## src/rtl/serial_subtractor.sv

```systemverilog
// serial_subtractor: digit-serial two's-complement subtractor, four bits per clock.
// Computes (a - b - bin) mod 2^W LSB digit first, through a carry-skip digit stage.
// A ready/valid handshake sits on both sides. The result stays registered until it is consumed.
// Optional feature macro: SERIAL_SUB_ADD_MODE_EN adds an `op` input that selects add (1) or subtract (0).
module serial_subtractor #(
    parameter int W = 32
) (
    input  logic         clk,
    input  logic         rst,
    input  logic         in_valid,
    output logic         in_ready,
    input  logic [W-1:0] a,
    input  logic [W-1:0] b,
    input  logic         bin,
`ifdef SERIAL_SUB_ADD_MODE_EN
    input  logic         op,
`endif
    output logic         out_valid,
    input  logic         out_ready,
    output logic [W-1:0] diff,
    output logic         bout,
    output logic         zero
);

    localparam int N     = W / 4;
    localparam int CNT_W = (N > 1) ? $clog2(N) : 1;

    typedef enum logic [1:0] {
        S_IDLE,
        S_BUSY,
        S_DONE
    } state_t;

    state_t             r_state;
    logic [W-1:0]       r_a;
    logic [W-1:0]       r_b;
    logic               r_carry;
    logic [CNT_W-1:0]   r_cnt;
    logic [W-1:0]       r_diff;
    logic               r_bout;
    logic               r_zero;
    logic               r_in_ready;
    logic               r_out_valid;

    logic [4:0]         w_digit;
    logic [W-1:0]       w_diff_next;
    logic [W-1:0]       w_b_load;
    logic               w_carry_load;
    logic               w_last;

    // One 4-bit digit with carry-skip.
    // When every propagate bit is set, the incoming carry bypasses the ripple chain.
    function automatic logic [4:0] digit_add(input logic [3:0] x, input logic [3:0] y,
                                             input logic cin);
        logic [3:0] p;
        logic [3:0] g;
        logic [4:0] c;
        p    = x ^ y;
        g    = x & y;
        c    = '0;
        c[0] = cin;
        for (int i = 0; i < 4; i++) begin
            c[i+1] = g[i] | (p[i] & c[i]);
        end
        return {((&p) ? cin : c[4]), (p ^ c[3:0])};
    endfunction

    // Subtraction is addition of the inverted subtrahend with an inverted borrow as carry-in.
`ifdef SERIAL_SUB_ADD_MODE_EN
    assign w_b_load     = op ? b : ~b;
    assign w_carry_load = op ? bin : ~bin;
`else
    assign w_b_load     = ~b;
    assign w_carry_load = ~bin;
`endif

    assign w_digit = digit_add(r_a[3:0], r_b[3:0], r_carry);
    assign w_last  = (r_cnt == CNT_W'(N - 1));

    // The new sum digit enters the result register at the MSB end.
    // After N shifts, digit 0 has reached the LSB position.
    generate
        if (W == 4) begin : g_diff_single
            assign w_diff_next = w_digit[3:0];
        end else begin : g_diff_shift
            assign w_diff_next = {w_digit[3:0], r_diff[W-1:4]};
        end
    endgenerate

    // Handshake FSM and digit datapath.
    // Outputs are registered, so the result holds stable in DONE.
    always_ff @(posedge clk) begin
        if (rst) begin
            r_state     <= S_IDLE;
            r_a         <= '0;
            r_b         <= '0;
            r_carry     <= 1'b0;
            r_cnt       <= '0;
            r_diff      <= '0;
            r_bout      <= 1'b0;
            r_zero      <= 1'b0;
            r_in_ready  <= 1'b1;
            r_out_valid <= 1'b0;
        end else begin
            case (r_state)
                S_IDLE: begin
                    if (in_valid && r_in_ready) begin
                        r_a        <= a;
                        r_b        <= w_b_load;
                        r_carry    <= w_carry_load;
                        r_cnt      <= '0;
                        r_in_ready <= 1'b0;
                        r_state    <= S_BUSY;
                    end
                end
                S_BUSY: begin
                    r_a     <= r_a >> 4;
                    r_b     <= r_b >> 4;
                    r_carry <= w_digit[4];
                    r_diff  <= w_diff_next;
                    if (w_last) begin
                        r_bout      <= ~w_digit[4];
                        r_zero      <= ~(|w_diff_next);
                        r_out_valid <= 1'b1;
                        r_state     <= S_DONE;
                    end else begin
                        r_cnt <= r_cnt + CNT_W'(1);
                    end
                end
                S_DONE: begin
                    if (r_out_valid && out_ready) begin
                        r_out_valid <= 1'b0;
                        r_in_ready  <= 1'b1;
                        r_state     <= S_IDLE;
                    end
                end
                default: begin
                    r_out_valid <= 1'b0;
                    r_in_ready  <= 1'b1;
                    r_state     <= S_IDLE;
                end
            endcase
        end
    end

`ifdef SERIAL_SUB_ADD_MODE_EN
    // In add mode, the final carry itself is the carry-out, so undo the borrow inversion.
    logic r_op;

    // Remember the mode of the in-flight operation.
    always_ff @(posedge clk) begin
        if (rst) begin
            r_op <= 1'b0;
        end else if (r_state == S_IDLE && in_valid && r_in_ready) begin
            r_op <= op;
        end
    end

    assign bout = r_op ? ~r_bout : r_bout;
`else
    assign bout = r_bout;
`endif

    assign in_ready  = r_in_ready;
    assign out_valid = r_out_valid;
    assign diff      = r_diff;
    assign zero      = r_zero;

endmodule

```

## config.mk

```make
export PLATFORM = sky130hd
export DESIGN_NAME = serial_subtractor
export DESIGN_NICKNAME = d
export VERILOG_FILES = /design/src/rtl/serial_subtractor.sv
export SDC_FILE = /design/constraint.sdc
export NUM_CORES = 1
export LEC_CHECK = 0
export BUFFER_PORTS_ARGS = -buffer_cell sky130_fd_sc_hd__buf_2
export CAP_MARGIN = 10
export CORE_ASPECT_RATIO = 0.5
export CORE_MARGIN = 4
export CORE_UTILIZATION = 30
export DETAILED_ROUTE_END_ITERATION = 12
export GPL_TIMING_DRIVEN = 0
export MAX_ROUTING_LAYER = met4
export PLACE_DENSITY = 0.58
export SETUP_SLACK_MARGIN = 0.05
export SYNTH_ARGS = -nofsm -noshare
export SYNTH_HDL_FRONTEND = slang
export SYNTH_SLANG_ARGS = --single-unit
```

## constraint.sdc

```tcl
create_clock -name clk -period 3.1 [get_ports clk]
set_input_delay 0.31 -clock clk [delete_from_list [all_inputs] [get_ports clk]]
set_output_delay 0.31 -clock clk [all_outputs]
set_load 0.1 [all_outputs]
```

==> results of run 1 <==
==> worst max-delay path by stage <==
stage / cells after the start / startpoint / end
3_5_place_dp: 10 / r_b[0]$_SDFFE_PP0P_ / zero$_SDFFE_PP0P_
6_report: 10 / r_b[0]$_SDFFE_PP0P_ / zero$_SDFFE_PP0P_
2_1_floorplan: 10 / r_a[0]$_SDFFE_PP0P_ / zero$_SDFFE_PP0P_
5_1_grt: 10 / r_b[0]$_SDFFE_PP0P_ / zero$_SDFFE_PP0P_
3_3_place_gp: 10 / r_b[0]$_SDFFE_PP0P_ / zero$_SDFFE_PP0P_
4_1_cts: 10 / r_b[0]$_SDFFE_PP0P_ / zero$_SDFFE_PP0P_
==> cell usage after synthesis, drive strengths merged (2+ instances only) <==
cell | number | area (sq um)
fa | 4 | 80.1
dfxtp | 106 | 2120
clkbuf | 27 | 101
nor4 | 6 | 37.5
inv | 6 | 22.5
nand2 | 179 | 674
o211ai | 28 | 210
nor2b | 5 | 31.3
mux2 | 2 | 22.5
ha | 6 | 75.1
nand4 | 3 | 18.8
a22oi | 6 | 45.0
or2 | 2 | 12.5
nor2 | 46 | 173
buf | 48 | 318
a21oi | 69 | 345
a311oi | 28 | 245
==> layout by cell type (no fill, tap or decap), types with 5 or more instances in the layout <==
cell type	synthesis	final
nor4_1	6	5
buf_2	17	120
dfxtp_1	106	106
a22oi_1	6	6
a311oi_1	28	28
clkbuf_16	0	9
nor2_1	46	46
a21oi_1	69	69
clkbuf_1	27	29
o211ai_1	28	28
nand2_1	178	178
nor2b_1	5	5
buf_4	29	29
ha_1	6	6
inv_1	6	6
==> report_power, final <==
group | switching (mW) | total (mW) | internal, mW
sequential | 0.0663 | 1.53 | 1.46
combinational | 0.356 | 0.553 | 0.198
clock | 0.505 | 1.13 | 0.626
==> worst max-delay path: cells and delay by family, from the launching register on <==
kind	cells	cell delay (ns)
buf+inv	2	0.13
fa+ha+maj	4	1.42
flops	1	0.34
simple gates	4	0.90
==> cell type report <==
type	count	area (sq um)	area share, %
sequential	106	2120	37.3
multi-input combinational	397	2070	36.5
timing repair buffer	103	515	9.06
buffer	75	419	7.37
tap	198	248	4.36
clock buffer	11	233	4.09
clock inverter	5	53.8	0.946
inverter	6	22.5	0.396
==> state kept, by name, indices dropped and copies added (netlist names) <==
signal / count
bout: 1
diff: 32
in_ready: 1
out_valid: 1
r_a: 32
r_b: 32
r_carry: 1
r_cnt: 3
r_state: 2
zero: 1
==> routing by layer <==
metal	track usage (%)	vias up
met5	-	-
met4	3.87	0
met3	3.10	11
met2	23.5	62
met1	19.1	1952
li1	-	2189
==> cells by family after synthesis <==
logic type / Yosys count / synth area share, %
flops: 106 / 45.8
buf+inv: 81 / 9.54
simple gates: 250 / 21.9
mux: 2 / 0.486
fa+ha+maj: 10 / 3.35
compound gates: 135 / 18.9
==> stage by stage <==
stage               cells  power [mW]
floorplan             584        1.94
global placement      885        2.11
detailed placement    885        2.12
CTS                   901        3.24
global route          901        3.38
finish                901        3.21
==> timing repair <==
| action | 4_1_cts | 5_1_grt |
|---|---|---|
| endpoints found under the hold margin | 0 | 0 |
| resized for setup | 0 | 1 |
| setup endpoints to repair | 0 | 1 |
==> reports/results.ini, run 1 <==
[clock_network]
cts_root_buf = clkbuf_16
htree_levels = 3
cts_buffer_depth = 2
cts.clk_slew.worst_paths_ns = 0.07
cts_sinks = 106
postCtsHoldBufs = 0
clk_latency_ns = 0.35
numCtsBuffers = 9
post_cts_buffers = 0
tritoncts = done

[finish]
drive_gt1_share_pct = 24.2
nets = 777
final_util_pct = 38.5
nFillCells = 1582
n_antenna_cell = 0
fin_area_sq_um = 5690
syn2layout_area_growth_pct = 22.8

[global_routing]
grt_max_degree = 17
grt_pass1_wl_mm = 20.1
globalRouteOverflowTotal = 0
grt_pass1_vias = 4086
grt_use_total_pct = 14.7
antenna_found_initial = 0

[floorplanning]
fp.dieH_microns = 95.9
num_rows = 31
die_x_microns = 184
ioPinCount = 105
dieArea_sq_um = 17600
coreArea_sq_um = 14800
start_util_pct = 31.3

[timing]
period_needed_ns = 2.85
fmax_mhz = 351
post-route-period-util_pct = 91.9
setup_slack_ns = 0.252
hold_viol_final = 0
skew_ns = 0.00545
slew_headroom_pct = 60.0
worstMarginPinSlew_ns = 0.601
maxSlewViolCount = 0
setup_viol = 0
tns_ns = 0
holdWs_ns = 0.203
rsz0062_at_grt = no

[setup_path]
worstReg2RegEnd = zero$_SDFFE_PP0P_
crit_type = reg2reg
critical_path.max_stage_delay_ns = 0.49
cp_slowest_cell = fa_1
worstPathRequired_ns = 3.39
reg2reg_depth = 10
crit_arrival_ns = 3.14
crit_path_end_kind = register
path_max_fanout = 3
crit_chain = inv_1 -> fa_1 -> inv_1 -> fa_1 -> fa_1 -> fa_1 -> nor4_2 -> nand4_1 -> or4_1 -> nand2_1
r2r_start = r_b[0]$_SDFFE_PP0P_
r2r_slack_ns = 0.25
start_kind = register
cp_common_cell = fa_1

[synthesis]
synth_ff_type = dfxtp_1
synth_edf_count = 0
avgSynthCellArea_sq_um = 7.93
syn_nets = 663
async_flop_share_pct = 0
synthCells = 584
synth_seq_area_share_pct = 45.8
syn_area_sq_um = 4630
yosysUniqueCellTypes = 34
ys_ff_latch = 106
yosys_warnings = 0

[flow_run]
cap_violations = 0

[detailed_routing]
via_per_inst = 4.68
first_pass_iters = 4
dr_wl_met2_mm = 5.65
drt_iter0_drc = 261
post_drt_wl_per_cell_microns = 13.7
num_vias = 4214
drt-total-wl_mm = 12.3
top_layer = met4
antenna_left = 0
drc_errors = 0
wl_met3_microns = 492
wl_met1_mm = 6.04

[power_and_ir_drop]
p_leak_nw = 2.42
peakVddDrop_uv = 321
powerDensity_nw_per_um2 = 565

[status]
outcome = completed

[placed_design]
portBuffers = 103
post_dp_cell_area_sq_um = 5390
pre_cts_slack_ns = 0.205
dpl.hpwl_mm = 9.27
gp_congestion = 0.798

[hold_path]
hold_end = r_a[28]$_SDFFE_PP0P_
hold_depth = 3
min_from = a[28]
hold_path.class = in2reg

(Power assumes the default switching activity.)
==> run 2, diff against run 1 <==
- REMOVE_ABC_BUFFERS: not set -> 1
==> reports/results.ini, run 2 (synthesis gave the netlist of run 1 again) <==
[power_and_ir_drop]
power.switching_uw = 896
powerDensity_nw_per_um2 = 573
total_power_mw = 3.10
p_leak_nw = 2.21
internal_power_mw = 2.20
swShare_pct = 28.9
power_frac_seq_pct = 49.2
peakVddDrop_uv = 299
power_frac_comb_pct = 17.2
p_clk_share_pct = 33.6

[setup_path]
cp_slowest_cell = fa_1
crit_chain = inv_1 -> fa_1 -> inv_1 -> fa_1 -> fa_1 -> fa_1 -> nor4_1 -> nand4_1 -> or4_1 -> nand2_1
worstPathRequired_ns = 3.39
path_max_fanout = 3
critical_path.max_stage_delay_ns = 0.50
start_kind = register
crit_path_end_kind = register
cp.buffers_inverters = 2
crit_type = reg2reg
crit_arrival_ns = 3.13
critPathTopFamily = adder cells
cp_common_cell = fa_1

[placed_design]
portBuffers = 104
gp_congestion = 0.737
dpl.hpwl_mm = 7.25

[timing]
fmax_mhz = 352
hold_viol_final = 0
rsz0062_at_grt = no
tns_ns = 0
maxSlewViolCount = 0
skew_ns = 0.00781
period_needed_ns = 2.84
worstMarginPinSlew_ns = 0.761
post-route-period-util_pct = 91.7
slew_headroom_pct = 48.5
setup_viol = 0

[floorplanning]
fp.dieH_microns = 95.9
coreArea_sq_um = 14800
num_rows = 31
die_x_microns = 184
dieArea_sq_um = 17600
ioPinCount = 105
start_util_pct = 31.3

[global_routing]
globalRouteOverflowTotal = 0
grt_pass1_vias = 3547
grt_max_degree = 65
antenna_found_initial = 0
grt_pass1_wl_mm = 17.6
grt_use_total_pct = 12.6

[clock_network]
cts_sinks = 106
cts.clk_slew.worst_paths_ns = 0.07
cts_buffer_depth = 2
htree_levels = 3
cts_root_buf = clkbuf_16
post_cts_buffers = 0
numCtsBuffers = 9
postCtsHoldBufs = 0
tritoncts = done
clk_latency_ns = 0.34
cts_resized = 0

[status]
outcome = completed

[finish]
final_util_pct = 36.6
syn2layout_area_growth_pct = 16.9
layout_common_cells = nand2_1 (178), dfxtp_1 (106), buf_2 (103)
drive_gt1_share_pct = 21.0
nets = 709
final_common_cell = nand2_1
nFillCells = 1574

[detailed_routing]
num_vias = 3921
first_pass_iters = 4
drt_iter0_drc = 308
drc_errors = 0
post_drt_wl_per_cell_microns = 13.0
antenna_left = 0
via_per_inst = 4.71
drt-total-wl_mm = 10.9

[hold_path]
hold_path.class = in2reg

[flow_run]
cap_violations = 0

run 2: changes by cell type in the layout (fill, tap and decap cells not counted), sizes merged:
cell	delta
buf	-41
bufinv	-1
clkbuf	-28
clkinv	-2
clkinvlp	+3
diode	+1
run 2: final timing paths:
kind                                      startpoint              endpoint  slack (ns)  cells after the start
worst min-delay path                           a[31]  r_a[31]$_SDFFE_PP0P_        0.20                      3
worst max register to register   r_a[0]$_SDFFE_PP0P_     zero$_SDFFE_PP0P_        0.26                     10
worst max-delay path             r_a[0]$_SDFFE_PP0P_     zero$_SDFFE_PP0P_        0.26                     10
worst min register to register  diff[1]$_SDFFE_PP0P_  diff[1]$_SDFFE_PP0P_        0.45                      2
run 2: final cells by class:
class,instances,area [sq um],share of cell area (%)
Clock buffer,10,229,4.23
Multi-Input combinational cell,397,2090,38.6
Inverter,6,22.5,0.416
Tap cell,198,248,4.58
Clock inverter,5,40.0,0.740
Antenna cell,1,2.50,0.0462
Timing Repair Buffer,110,661,12.2
Sequential cell,106,2120,39.2
run 2: worst min-delay path: cells and delay by family:
family | cells | cell delay (ns)
buf+inv | 1 | 0.07
simple gates | 1 | 0.07
compound gates | 1 | 0.05
run 2: power groups by stage:
stage | clock (mW) | combinational, mW | sequential (mW)
2_1_floorplan | 0 | 0.300 | 1.60
3_3_place_gp | 0 | 0.519 | 1.55
6_report | 1.04 | 0.533 | 1.53
5_1_grt | 1.14 | 0.602 | 1.54
3_5_place_dp | 0 | 0.540 | 1.56
4_1_cts | 1.10 | 0.541 | 1.52
run 2: stage by stage:
step	cells	instance area [sq um]	setup WS, ns	hold WS (ns)
after global placement	811	4980	-2.24	0.439
final	833	5410	0.258	0.202
after floorplan	509	4210	-1.38	0.379
after global routing	832	5410	0.122	0.204
after CTS	832	5410	0.240	0.191
after detailed placement	817	5140	0.251	0.443
run 2: per-layer routing:
metal / vias to the layer above / GRT usage [%] / share of wire, %
met5: - / - / 0
met4: 0 / 2.77 / 0.88
met3: 10 / 3.06 / 4.3
met2: 54 / 20.3 / 47
met1: 1809 / 16.2 / 48
li1: 2048 / - / -
